[config.mk]
export PLATFORM = sky130hd
export DESIGN_NAME = cache_arbiter_flat
export DESIGN_NICKNAME = d
export VERILOG_FILES = /design/src/rtl/cache_arbiter_if.sv /design/src/rtl/cache_arbiter.sv /design/src/flat_wrapper.sv
export SDC_FILE = /design/constraint.sdc
export NUM_CORES = 2
export LEC_CHECK = 0
export ABC_AREA = 1
export CORE_AREA = 8 8 625 627
export DETAILED_ROUTE_END_ITERATION = 6
export DIE_AREA = 0 0 633 635
export GPL_ROUTABILITY_DRIVEN = 0
export GPL_TIMING_DRIVEN = 0
export SKIP_LAST_GASP = 1
export SLEW_MARGIN = 10
export SYNTH_ARGS = -nofsm -noshare
export SYNTH_HDL_FRONTEND = slang
export SYNTH_SLANG_ARGS = --single-unit
[constraint.sdc]
create_clock -name clk -period 1.8 [get_ports clk]
set_input_delay 0.36 -clock clk [delete_from_list [all_inputs] [get_ports clk]]
set_output_delay 0.36 -clock clk [all_outputs]
set_load 0.03 [all_outputs]
[src/rtl/cache_arbiter_if.sv]
// Bundle of the I-cache, D-cache and physical-memory ports around the arbiter.
// The slave modport is the arbiter's view. The master modport is the
// surrounding system's view: the two caches plus the memory.
interface cache_arbiter_if #(
  parameter int ADDR_W = 32,
  parameter int LINE_W = 256
);
  logic [ADDR_W-1:0] i_addr;
  logic              i_read;
  logic              i_write;
  logic [LINE_W-1:0] i_wdata256;
  logic [LINE_W-1:0] i_rdata256;
  logic              i_resp;

  logic [ADDR_W-1:0] d_addr;
  logic              d_read;
  logic              d_write;
  logic [LINE_W-1:0] d_wdata256;
  logic [LINE_W-1:0] d_rdata256;
  logic              d_resp;

  logic [ADDR_W-1:0] pmem_addr;
  logic              pmem_read;
  logic              pmem_write;
  logic [LINE_W-1:0] pmem_wdata256;
  logic [LINE_W-1:0] pmem_rdata256;
  logic              pmem_resp;

  modport slave (
    input  i_addr, i_read, i_write, i_wdata256,
    output i_rdata256, i_resp,
    input  d_addr, d_read, d_write, d_wdata256,
    output d_rdata256, d_resp,
    output pmem_addr, pmem_read, pmem_write, pmem_wdata256,
    input  pmem_rdata256, pmem_resp
  );

  modport master (
    output i_addr, i_read, i_write, i_wdata256,
    input  i_rdata256, i_resp,
    output d_addr, d_read, d_write, d_wdata256,
    input  d_rdata256, d_resp,
    input  pmem_addr, pmem_read, pmem_write, pmem_wdata256,
    output pmem_rdata256, pmem_resp
  );
endinterface

[src/rtl/cache_arbiter.sv]
// Two-client (I-cache / D-cache) arbiter onto a single physical-memory port.
// One transaction is in flight at a time. Ties are broken round-robin.
//
// state   | meaning
// --------+--------------------------------------------------------------
// IDLE    | waiting for a request; picks the winner and latches its request
// BUSY    | memory strobe held from the latches until pmem_resp
// RESPOND | one-cycle completion pulse to the granted client
module cache_arbiter #(
  parameter int ADDR_W = 32,
  parameter int LINE_W = 256
) (
  input logic             clk,
  input logic             rst,
  cache_arbiter_if.slave  bus
);

  typedef enum logic [1:0] {IDLE, BUSY, RESPOND} state_t;

  state_t            state, state_nxt;
  logic              gnt;        // 0 = I-cache, 1 = D-cache
  logic              last;       // client served most recently
  logic [ADDR_W-1:0] addr_q;
  logic [LINE_W-1:0] wdata_q;
  logic              op_wr_q;    // 1 = write-back, 0 = line fill
  logic [LINE_W-1:0] i_rdata_q;
  logic [LINE_W-1:0] d_rdata_q;

  logic i_req, d_req;
  logic take, pick_d, capture;
  logic pmem_read_c, pmem_write_c, i_resp_c, d_resp_c;

  assign i_req = bus.i_read | bus.i_write;
  assign d_req = bus.d_read | bus.d_write;

  // State register.
  always_ff @(posedge clk) begin
    if (rst) state <= IDLE;
    else     state <= state_nxt;
  end

  // Next-state, arbitration decision and strobe/response decode.
  always_comb begin
    state_nxt    = state;
    take         = 1'b0;
    pick_d       = 1'b0;
    capture      = 1'b0;
    pmem_read_c  = 1'b0;
    pmem_write_c = 1'b0;
    i_resp_c     = 1'b0;
    d_resp_c     = 1'b0;
    case (state)
      IDLE: begin
        if (i_req || d_req) begin
          take      = 1'b1;
          // On a tie, serve whoever was not served last.
          pick_d    = d_req && (!i_req || !last);
          state_nxt = BUSY;
        end
      end
      BUSY: begin
        pmem_read_c  = ~op_wr_q;
        pmem_write_c = op_wr_q;
        if (bus.pmem_resp) begin
          capture   = 1'b1;
          state_nxt = RESPOND;
        end
      end
      RESPOND: begin
        i_resp_c  = ~gnt;
        d_resp_c  = gnt;
        state_nxt = IDLE;
      end
      default: state_nxt = IDLE;
    endcase
  end

  // Request latches and round-robin history.
  always_ff @(posedge clk) begin
    if (rst) begin
      gnt     <= 1'b0;
      last    <= 1'b0;
      addr_q  <= '0;
      wdata_q <= '0;
      op_wr_q <= 1'b0;
    end else begin
      if (take) begin
        gnt     <= pick_d;
        addr_q  <= pick_d ? bus.d_addr     : bus.i_addr;
        wdata_q <= pick_d ? bus.d_wdata256 : bus.i_wdata256;
        op_wr_q <= pick_d ? bus.d_write    : bus.i_write;
      end
      if (capture) last <= gnt;
    end
  end

  // Per-client return lines; each holds until its client's next completion.
  always_ff @(posedge clk) begin
    if (rst) begin
      i_rdata_q <= '0;
      d_rdata_q <= '0;
    end else if (capture) begin
      if (gnt) d_rdata_q <= bus.pmem_rdata256;
      else     i_rdata_q <= bus.pmem_rdata256;
    end
  end

  assign bus.pmem_addr     = addr_q;
  assign bus.pmem_wdata256 = wdata_q;
  assign bus.pmem_read     = pmem_read_c;
  assign bus.pmem_write    = pmem_write_c;
  assign bus.i_resp        = i_resp_c;
  assign bus.d_resp        = d_resp_c;
  assign bus.i_rdata256    = i_rdata_q;
  assign bus.d_rdata256    = d_rdata_q;

endmodule

[src/flat_wrapper.sv]
// flat-port wrapper written by rule: the top's interface ports become plain ports
module cache_arbiter_flat 
#(
  parameter int ADDR_W = 32,
  parameter int LINE_W = 256
)
  (clk, rst, bus_i_addr, bus_i_read, bus_i_write, bus_i_wdata256, bus_i_rdata256, bus_i_resp, bus_d_addr, bus_d_read, bus_d_write, bus_d_wdata256, bus_d_rdata256, bus_d_resp, bus_pmem_addr, bus_pmem_read, bus_pmem_write, bus_pmem_wdata256, bus_pmem_rdata256, bus_pmem_resp);
  cache_arbiter_if #(.ADDR_W(ADDR_W), .LINE_W(LINE_W)) bus_i ();
  input logic clk;
  input logic rst;
  input wire logic [$bits(bus_i.i_addr)-1:0] bus_i_addr;
  input wire logic [$bits(bus_i.i_read)-1:0] bus_i_read;
  input wire logic [$bits(bus_i.i_write)-1:0] bus_i_write;
  input wire logic [$bits(bus_i.i_wdata256)-1:0] bus_i_wdata256;
  output wire logic [$bits(bus_i.i_rdata256)-1:0] bus_i_rdata256;
  output wire logic [$bits(bus_i.i_resp)-1:0] bus_i_resp;
  input wire logic [$bits(bus_i.d_addr)-1:0] bus_d_addr;
  input wire logic [$bits(bus_i.d_read)-1:0] bus_d_read;
  input wire logic [$bits(bus_i.d_write)-1:0] bus_d_write;
  input wire logic [$bits(bus_i.d_wdata256)-1:0] bus_d_wdata256;
  output wire logic [$bits(bus_i.d_rdata256)-1:0] bus_d_rdata256;
  output wire logic [$bits(bus_i.d_resp)-1:0] bus_d_resp;
  output wire logic [$bits(bus_i.pmem_addr)-1:0] bus_pmem_addr;
  output wire logic [$bits(bus_i.pmem_read)-1:0] bus_pmem_read;
  output wire logic [$bits(bus_i.pmem_write)-1:0] bus_pmem_write;
  output wire logic [$bits(bus_i.pmem_wdata256)-1:0] bus_pmem_wdata256;
  input wire logic [$bits(bus_i.pmem_rdata256)-1:0] bus_pmem_rdata256;
  input wire logic [$bits(bus_i.pmem_resp)-1:0] bus_pmem_resp;
  assign bus_i.i_addr = bus_i_addr;
  assign bus_i.i_read = bus_i_read;
  assign bus_i.i_write = bus_i_write;
  assign bus_i.i_wdata256 = bus_i_wdata256;
  assign bus_i_rdata256 = bus_i.i_rdata256;
  assign bus_i_resp = bus_i.i_resp;
  assign bus_i.d_addr = bus_d_addr;
  assign bus_i.d_read = bus_d_read;
  assign bus_i.d_write = bus_d_write;
  assign bus_i.d_wdata256 = bus_d_wdata256;
  assign bus_d_rdata256 = bus_i.d_rdata256;
  assign bus_d_resp = bus_i.d_resp;
  assign bus_pmem_addr = bus_i.pmem_addr;
  assign bus_pmem_read = bus_i.pmem_read;
  assign bus_pmem_write = bus_i.pmem_write;
  assign bus_pmem_wdata256 = bus_i.pmem_wdata256;
  assign bus_i.pmem_rdata256 = bus_pmem_rdata256;
  assign bus_i.pmem_resp = bus_pmem_resp;
  cache_arbiter #(.ADDR_W(ADDR_W), .LINE_W(LINE_W)) u_core (.clk(clk), .rst(rst), .bus(bus_i));
endmodule
==> run_results.csv <==
group,metric,value,unit
drt,drt-initial-drc-count,3583,
timing,finClkSkew,0.116,ns
timing,hold_violations,0,
run_status,violations,"setup timing",
synth,syn_inst,4786,
cts,path_clk_slew,0.06,ns
die,dieArea,402000,µm²
drt,post_drt_wl_per_cell,34.3,µm
timing,finalCritPeriodShare,130,%
worst_setup_path,path_class,"reg -> out",
drt,antenna_left,0,
worst_setup_path,critPathSlowestCell,"clkdlybuf4s15_1",
cts,clk_latency,0.90,ns
die,io_pins,1643,
place,io_buffers,1641,
worst_setup_path,cp_num_buf_inv,1,
final_layout,stdcell_count,11900,
drt,vias,43400,
synth,ys_seq_elements,805,
timing,slew_headroom,21.8,%
worst_setup_path,reg2reg_depth,15,
synth,postSynthAreaPerCell,6.98,µm²
power,power.leakage,0.0284,µW
final_layout,design_area,68800,µm²
final_layout,syn_to_final_growth,106,%
synth,yosysWarnings,0,
timing,finalSetupTns,-318.44,ns
worst_setup_path,critPathMaxFanout,2,
global_route,grt_util_all_layers,19.3,%
timing,rsz0062_at_grt,"yes",
die,fp-row-count,227,
cts,clock_sinks,805,
worst_setup_path,crit_end,"bus_pmem_wdata256[208]",
hold_path,hold_path_class,"in -> reg",
synth,synth.distinct_cells,16,
cts,clock_path_buffers,4,
timing,setup_viol,1202,
power,finalPower,63700,µW
global_route,grt-ovfl-total,0,
synth,synth_nets,5625,
worst_setup_path,crit_chain,"clkdlybuf4s15_1",
worst_setup_path,crit_cells,1,
drt,dr.pass1.iters,6,
die,coreArea,381000,µm²
worst_setup_path,startpoint,"u_core.bus.pmem_wdata256[208]$_SDFFE_PP0P_",
cts,numCtsBuffers,108,
synth,yosysSeqAreaShare,48.2,%
worst_setup_path,reg2reg_from,"u_core.state[0]$_SDFFE_PP0P_",
flow_run,drv_cap,0,
drt,post_drt_via_cell_ratio,3.65,
worst_setup_path,rr_endpoint,"u_core.bus.pmem_wdata256[155]$_SDFFE_PP0P_",
die,dieHeight,635,µm
worst_setup_path,crit_family,"buffers and inverters",
synth,netlist_area,33400,µm²
global_route,grt_max_degree,18,
worst_setup_path,arrival,1.98,ns
final_layout,num-nets-final,7572,
global_route,grt_antenna_before_repair,289,
die,die_x,633,µm
drt,drt-total-wl,409000,µm
power,p_per_area,926,nW/µm²
global_route,grt_pass1_wl,495000,µm
cts,cts-root-buf,"clkbuf_16",
power,ir_worst_vdd,0.000778,V
timing,worst_pin_slew,1.17,ns
worst_setup_path,endpoint_kind,"output pin",
final_layout,final_util,18.1,%
place,hpwl,355000,µm
cts,cts_tree,"built",
worst_setup_path,cp.required,1.44,ns
worst_setup_path,startpoint_type,"flop",
timing,drv_slew,0,
run_status,status,"finished with violations",
drt,drc,0,
worst_setup_path,rrSetupSlack,-0.47,ns
place,placed_area,56200,µm²
timing,period_minus_slack,2.34,ns
worst_setup_path,max_stage_delay,0.79,ns
cts,h-tree-depth,3,
final_layout,drive_gt1_share,22.7,%
timing,fmaxAchievable,427,MHz
global_route,grt_pass1_vias,40700,
die,initial_core_util,8.78,%
timing,finalWorstSetupSlack,-0.540,ns
place,dpl.cell_count,11500,
==> cells by family after synthesis <==
kind of cell	after synthesis	synth area share, %
buffers and inverters	977	11.8
and+or+nand+nor	2199	27.9
AOI/OAI and AO/OA	805	12.1
DFF	805	48.2
==> state kept, by name, indices dropped and copies added, names as in the netlist <==
name and count:
u_core.op_wr_q 1, u_core.state 2, u_core.bus.pmem_addr 32, u_core.gnt 1
u_core.bus.d_rdata256 256, u_core.bus.pmem_wdata256 256, u_core.last 1, u_core.bus.i_rdata256 256
==> cells in the mapped netlist <==
| library cell | n | share of area (%) |
|---|---|---|
| a21oi_1 | 804 | 12 |
| buf_1 | 16 | 0.18 |
| buf_2 | 136 | 2.0 |
| buf_4 | 31 | 0.70 |
| clkbuf_1 | 207 | 2.3 |
| dfxtp_1 | 805 | 48 |
| inv_1 | 583 | 6.5 |
| inv_2 | 4 | 0.045 |
| nand2_1 | 1353 | 15 |
| nand2_2 | 3 | 0.056 |
| nand3_1 | 834 | 12 |
| nor2_1 | 5 | 0.056 |
| nor2_2 | 1 | 0.019 |
| nor2_4 | 1 | 0.034 |
| nor3_1 | 2 | 0.030 |
| o21ai_2 | 1 | 0.026 |
==> metrics by stage <==
step | hold slack, ns | worst slack, ns
final | 0.106 | -0.540
after global routing | 0.0448 | -0.533
after CTS | 0.000425 | -0.676
after detailed placement | 0.452 | -2.14
after global placement | 0.448 | -2.77
after floorplan | 0.451 | 0.141
==> what timing repair did <==
action                                   CTS  global route
buffers inserted                         105            41
gates resized for setup                 1434          2236
hold endpoints to repair                  48             0
endpoints found under the setup margin  1606          1590
hold buffers                              32             0
gates cloned                              24             1
pin swaps                                178            27
==> cell usage in the layout (no fill, tap or decap), types with 43 or more instances in the layout <==
cell type	netlist	final
nand2_1	1353	1228
nand3_2	0	104
nand2_4	0	48
a21oi_1	804	803
dlymetal6s2s_1	0	58
dlygate4sd2_1	0	142
diode_2	0	59
clkbuf_1	207	152
buf_2	136	49
nand3_4	0	193
clkbuf_16	0	123
clkdlybuf4s50_1	0	1129
buf_4	31	149
buf_12	0	119
buf_6	0	236
dfxtp_2	0	209
inv_1	583	579
dfxtp_1	805	588
nand2_2	3	65
buf_8	0	43
nand3_1	834	537
==> routing by layer <==
layer,vias up,wire (µm),GRT usage (%)
li1,19300,-,-
met1,20400,140000,19.6
met2,2591,198000,34.1
met3,969,45900,9.02
met4,182,23600,8.01
met5,-,1200,0
==> cell type report <==
| cell class | count | area, µm² |
|---|---|---|
| fillers | 42700 | 312000 |
| repair buffers | 1847 | 19800 |
| multi-input cells | 3004 | 17100 |
| flip-flops and latches | 805 | 16400 |
| well taps | 5038 | 6300 |
| plain buffers | 380 | 3260 |
| clock buffers | 140 | 2950 |
| inverters | 587 | 2240 |
| clock inverters | 49 | 553 |
| diodes | 59 | 148 |
==> power breakdown <==
| part | switching [µW] | internal, µW |
|---|---|---|
| combinational | 13600 | 8010 |
| sequential | 842 | 19200 |
| clock | 9500 | 12600 |
| total | 23900 | 39800 |
==> how the worst min path moves through the flow <==
stage / from / end / slack, ns / cells past startpoint
floorplan: u_core.last$_SDFFE_PP0P_ / u_core.last$_SDFFE_PP0P_ / 0.45 / 2
global placement: u_core.bus.d_rdata256[241]$_SDFFE_PP0P_ / u_core.bus.d_rdata256[241]$_SDFFE_PP0P_ / 0.45 / 2
detailed placement: u_core.bus.d_rdata256[40]$_SDFFE_PP0P_ / u_core.bus.d_rdata256[40]$_SDFFE_PP0P_ / 0.45 / 2
CTS: bus_pmem_rdata256[13] / u_core.bus.i_rdata256[13]$_SDFFE_PP0P_ / 0.0004 / 3
global route: bus_pmem_rdata256[231] / u_core.bus.d_rdata256[231]$_SDFFE_PP0P_ / 0.04 / 3
finish: bus_pmem_rdata256[231] / u_core.bus.i_rdata256[231]$_SDFFE_PP0P_ / 0.11 / 3
Note: power is estimated with default switching activity, not from simulation.
